===== src/rtl/req_scheduler_pkg.sv =====
// Shared constants and types for the request scheduler and the control FSM
// that consumes its req bus.
package req_scheduler_pkg;

  localparam int F_N_DEF = 8;

  localparam logic [3:0] RS_UP    = 4'd1;
  localparam logic [3:0] RS_DOWN  = 4'd2;
  localparam logic [3:0] DS_OPEN  = 4'd1;
  localparam logic [3:0] DS_CLOSE = 4'd2;

  // Bit positions inside req; control decodes with the same indices.
  localparam int REQ_UP   = 2;
  localparam int REQ_DOWN = 1;
  localparam int REQ_OPEN = 0;

  typedef struct packed {
    logic go_up;
    logic go_down;
    logic open_door;
  } req_t;

endpackage


===== src/rtl/req_scheduler_pend_reg.sv =====
// Set/clear latch vector: q <= (q | set) & ~clr, clear dominant, sync reset.
module pend_reg #(
  parameter int W = 8
) (
  input  logic         clk,
  input  logic         rst,
  input  logic [W-1:0] i_set,
  input  logic [W-1:0] i_clr,
  output logic [W-1:0] o_q
);

  logic [W-1:0] r_q;

  always_ff @(posedge clk) begin
    if (rst) r_q <= '0;
    else     r_q <= (r_q | i_set) & ~i_clr;
  end

  assign o_q = r_q;

endmodule


===== src/rtl/req_scheduler.sv =====
// Latches cab/hall calls per floor, clears them when served at the current
// floor, and reports {go_up, go_down, open_door} to the control FSM.
import req_scheduler_pkg::*;

module req_scheduler #(
  parameter int F_N = F_N_DEF
) (
  input  logic           clk10hz,
  input  logic           rst,
  input  logic [F_N-1:0] cab_btn,
  input  logic [F_N-1:0] hall_up,
  input  logic [F_N-1:0] hall_down,
  input  logic [7:0]     curr_floor,
  input  logic [3:0]     running_state,
  input  logic [3:0]     door_state,
  output logic [2:0]     req,
  output logic [F_N-1:0] cab_pend,
  output logic [F_N-1:0] up_pend,
  output logic [F_N-1:0] down_pend
);

  // No up-call exists at the top floor, no down-call at floor 0.
  localparam logic [F_N-1:0] UP_MASK = {1'b0, {(F_N-1){1'b1}}};
  localparam logic [F_N-1:0] DN_MASK = {{(F_N-1){1'b1}}, 1'b0};
  localparam logic [F_N-1:0] ONE     = {{(F_N-1){1'b0}}, 1'b1};

  logic [F_N-1:0] w_cab, w_up, w_dn;
  logic [F_N-1:0] w_any, w_sel;
  logic [F_N-1:0] w_clr_cab, w_clr_up, w_clr_dn;
  logic           w_valid, w_dir_up, w_door_open;
  logic           w_above, w_below, w_opp_ok, w_here;
  logic           w_cab_here, w_up_here, w_dn_here;
  req_t           r_req;

  assign w_valid     = int'(curr_floor) < F_N;
  assign w_dir_up    = (running_state == RS_UP);
  assign w_door_open = (door_state == DS_OPEN);
  assign w_any       = w_cab | w_up | w_dn;
  assign w_sel       = w_valid ? (ONE << curr_floor) : '0;

  always_comb begin
    w_above = 1'b0;
    w_below = 1'b0;
    for (int i = 0; i < F_N; i++) begin
      if (i > int'(curr_floor)) w_above = w_above | w_any[i];
      if (i < int'(curr_floor)) w_below = w_below | w_any[i];
    end
  end

  assign w_cab_here = |(w_cab & w_sel);
  assign w_up_here  = |(w_up  & w_sel);
  assign w_dn_here  = |(w_dn  & w_sel);

  // Opposite-direction call at this floor is served only when the car has
  // nothing further to do in its current direction.
  assign w_opp_ok = w_dir_up ? ~w_above : ~w_below;
  assign w_here   = w_cab_here
                  | (w_dir_up ? w_up_here : w_dn_here)
                  | (w_opp_ok & (w_dir_up ? w_dn_here : w_up_here));

  assign w_clr_cab = w_door_open ? w_sel : '0;
  assign w_clr_up  = (w_door_open && (w_dir_up  || w_opp_ok)) ? w_sel : '0;
  assign w_clr_dn  = (w_door_open && (!w_dir_up || w_opp_ok)) ? w_sel : '0;

  pend_reg #(.W(F_N)) u_cab (
    .clk (clk10hz), .rst (rst),
    .i_set (cab_btn), .i_clr (w_clr_cab), .o_q (w_cab)
  );

  pend_reg #(.W(F_N)) u_up (
    .clk (clk10hz), .rst (rst),
    .i_set (hall_up & UP_MASK), .i_clr (w_clr_up), .o_q (w_up)
  );

  pend_reg #(.W(F_N)) u_dn (
    .clk (clk10hz), .rst (rst),
    .i_set (hall_down & DN_MASK), .i_clr (w_clr_dn), .o_q (w_dn)
  );

  always_ff @(posedge clk10hz) begin
    if (rst || !w_valid) begin
      r_req <= '0;
    end else begin
      r_req.go_up     <= w_above;
      r_req.go_down   <= w_below;
      r_req.open_door <= w_here & ~w_door_open;
    end
  end

  assign req       = r_req;
  assign cab_pend  = w_cab;
  assign up_pend   = w_up;
  assign down_pend = w_dn;

endmodule

===== config.mk =====
export PLATFORM = sky130hd
export DESIGN_NAME = req_scheduler
export DESIGN_NICKNAME = d
export VERILOG_FILES = /design/src/rtl/req_scheduler_pkg.sv /design/src/rtl/req_scheduler_pend_reg.sv /design/src/rtl/req_scheduler.sv
export SDC_FILE = /design/constraint.sdc
export NUM_CORES = 1
export LEC_CHECK = 0
export CAP_MARGIN = 20
export CORE_ASPECT_RATIO = 0.9
export CORE_UTILIZATION = 36
export CTS_CLUSTER_SIZE = 28
export DETAILED_ROUTE_END_ITERATION = 6
export PLACE_DENSITY = 0.75
export SLEW_MARGIN = 15
export SYNTH_ARGS = -nofsm -noshare
export SYNTH_HDL_FRONTEND = slang
export SYNTH_SLANG_ARGS = --single-unit

===== constraint.sdc =====
create_clock -name clk10hz -period 1.6 [get_ports clk10hz]
set_input_delay 0.24 -clock clk10hz [delete_from_list [all_inputs] [get_ports clk10hz]]
set_output_delay 0.24 -clock clk10hz [all_outputs]
set_load 0.02 [all_outputs]

==> flow_summary_export.csv <==
group,metric,value,unit
outcome,outcome,"finished, violations left",
outcome,violations,"negative setup slack",
global_route,grtUsageTotal,26.08,%
synth,synth_area,1379,µm²
die,design.die.area,4082,µm²
sta,tightest_slew,0.3240,ns
power,switching_share,29.92,%
clock_tree,ctsHtreeMaxLevel,1,
sta,period_needed,1.636,ns
clock_tree,clk_path_buf_depth,2,
drt,wl_met3,301,µm
clock_tree,cts_tree,"built",
die,ios,69,
place,dpl.cell_count,305,
clock_tree,clock_latency,0.27,ns
clock_tree,cts_root_buffer,"clkbuf_8",
synth,ys_seq_elements,27,
drt,wl_met2,2.706,mm
sta,fmax,611.4,MHz
die,initial_core_util,39.36,%
synth,ys_top_cells_by_area,"dfxtp_1, mux4_2, nor2_1",
power,share_seq_of_total_power,44.2,%
place,gp_congestion,0.8758,
drt,ant_nets,0,
hold_path,worstHoldPathType,"input port to flip-flop",
drt,avgRoutedWirePerCell,17.27,µm
synth,synth_area_leader_cell,"dfxtp_1",
sta,tns,-0.1893,ns
global_route,globalRoute.totalOverflow,0,
drt,drtIter0Drc,78,
power,pwr-share-comb,32.6,%
synth,yosysWarnings,0,
sta,fin_hold_ws,0.5201,ns
cells_and_area,drive_gt1_share,43.77,%
place,placed_area,2469,µm²
global_route,grt_max_degree,25,
cells_and_area,utilization,78.14,%
global_route,grt_pass1_vias,1652,
drt,top_layer,"met4",
sta,final.period_utilization,102.2,%
cells_and_area,fin_area,2738,µm²
worst_setup_path,crit_path_end_kind,"flip-flop",
worst_setup_path,cp_slowest_cell,"nor4_4",
drt,first_pass_iters,4,
cells_and_area,final_cell_mix,"buf_4, clkdlybuf4s50_1, nor2_1, dlygate4sd2_1, dfxtp_1",
synth,synth_area_per_cell,9.254,µm²
worst_setup_path,crit_type,"input port to flip-flop",
drt,wl,5.335,mm
place,port_buffers,66,
sta,slew_violations,0,
power,p_per_area,624.0,nW/µm²
sta,hold_viol_final,0,
synth,synth.top_cell.area_share,39.20,%
worst_setup_path,crit_family,"compound AO/OA/AOI/OAI gates",
clock_tree,postCtsHoldBufs,0,
cells_and_area,fin_cells,309,
synth,syn-num-nets,191,
cells_and_area,final_common_cell,"buf_4",
worst_setup_path,crit_arrival,1.79,ns
die,die_x,67.24,µm
power,vdd_drop_max,0.5698,mV
worst_setup_path,cp_slowest_stage_delay,0.33,ns
worst_setup_path,start_kind,"input port",
place,place_ws,-0.5492,ns
flow_run,cap_viol_max_count,0,
worst_setup_path,cp_max_fo,8,
synth,syn_inst,149,
die,core,3503,µm²
synth,ys_seq_area_share,39.20,%
worst_setup_path,crit_required,1.76,ns
global_route,antenna_found_initial,0,
sta,setup_ws,-0.03571,ns
cells_and_area,syn_to_final_growth,98.55,%
clock_tree,cts.sinks,27,
cells_and_area,antenna_cells,0,
power,p_switching,0.5111,mW
power,clkPwrFrac,23.1,%
die,die_y,60.71,µm
drt,wl_met1,2.230,mm
worst_setup_path,path_buf_inv,2,
power,p_int,1.197,mW
power,p_leak,1.225,nW
cells_and_area,nNetsFinal,308,
power,power,1.708,mW
place,dp.final_hpwl,3.936,mm
sta,setup_viol,7,
clock_tree,clk_pin_slew,0.09,ns
clock_tree,cts_buffers,3,
global_route,grt_first_pass_wirelength,7.790,mm
drt,vias,1666,
drt,viasPerCell,5.392,
worst_setup_path,crit_chain,"clkdlybuf4s15_1 -> nor4_4 -> and2b_2 -> o21a_1 -> a21oi_4 -> o31ai_4 -> buf_12 -> a211oi_1",
synth,synth.distinct_cells,32,
sta,fin_skew,0.002203,ns
sta,slew_headroom,78.36,%
sta,rsz0062_at_grt,"yes",
drt,drt_drc_violations_left,0,
die,rows,20,
synthesized netlist by cell type:
library cell	n
o21a_1	5
or4b_1	1
nor4_4	1
or3_4	1
nor4b_1	1
clkbuf_1	2
mux2i_1	2
o211ai_1	2
mux4_2	6
a31oi_1	1
and2b_2	1
o21ai_0	2
nor4_1	1
nand2_1	5
a21o_1	1
dfxtp_1	27
nand2b_2	1
nand3_1	3
o31ai_4	1
nor2_1	32
a21oi_1	4
clkbuf_8	1
a211oi_1	15
inv_1	1
nor3_1	17
a21bo_2	1
a21boi_1	2
nor3_2	3
a211o_2	1
nand2b_1	4
buf_2	3
o2bb2ai_1	1
cells by family (layout without fill, tap and decap cells):
family,after synthesis,in the layout,synth area share (%)
AOI/OAI and AO/OA,36,36,19.87
and+or+nand+nor,71,71,26.77
DFF,27,27,39.20
buffers and inverters,7,123,2.903
muxes,8,8,11.25
metal layers:
layer	vias to the layer above	global-route usage (%)
met4	0	7.599
li1	785	-
met1	803	32.41
met2	68	46.57
met5	-	0
met3	10	4.135
layout make-up:
cell class,count,area [µm²]
repair buffers,118,1077
multi-input cells,115,998.5
clock inverters,1,5.005
clock buffers,3,41.29
fillers,234,765.7
inverters,1,3.754
well taps,44,55.05
flip-flops and latches,27,556.8
worst register-to-register path, cell delays in order (launching register included):
cell	delay (ns)
dfxtp_2	0.35
nor3_4	0.26
buf_4	0.15
o21a_1	0.15
a21oi_4	0.08
o31ai_4	0.26
buf_12	0.17
a211oi_1	0.07
final timing paths:
| kind | from | endpoint | slack, ns | depth (start not counted) |
|---|---|---|---|---|
| setup reg to reg | u_dn.o_q[6] | u_up.o_q[5] | -0.02 | 7 |
| setup / recovery | curr_floor[7] | u_up.o_q[5] | -0.04 | 8 |
| hold reg to reg | u_cab.o_q[0] | u_cab.o_q[0] | 0.55 | 1 |
| hold / removal | cab_btn[6] | u_cab.o_q[6] | 0.52 | 3 |
timing repair:
| action | in CTS | in global routing |
|---|---|---|
| endpoints found under the setup margin | 29 | 31 |
| gates resized for setup | 52 | 33 |
| pin swaps | 13 | 8 |
| setup buffers | 0 | 0 |
power by group through the flow:
stage / registers (mW) / clock network [mW] / logic [mW]
final: 0.755 / 0.395 / 0.558
after global routing: 0.759 / 0.431 / 0.590
after CTS: 0.746 / 0.395 / 0.539
after detailed placement: 0.755 / 0 / 0.532
after global placement: 0.750 / 0 / 0.523
after floorplan: 0.813 / 0 / 0.147
registers in the layout (all words and copies together), names as in the netlist:
register,flops
req,3
u_dn.o_q,8
u_cab.o_q,8
u_up.o_q,8
(Power assumes the default switching activity.)
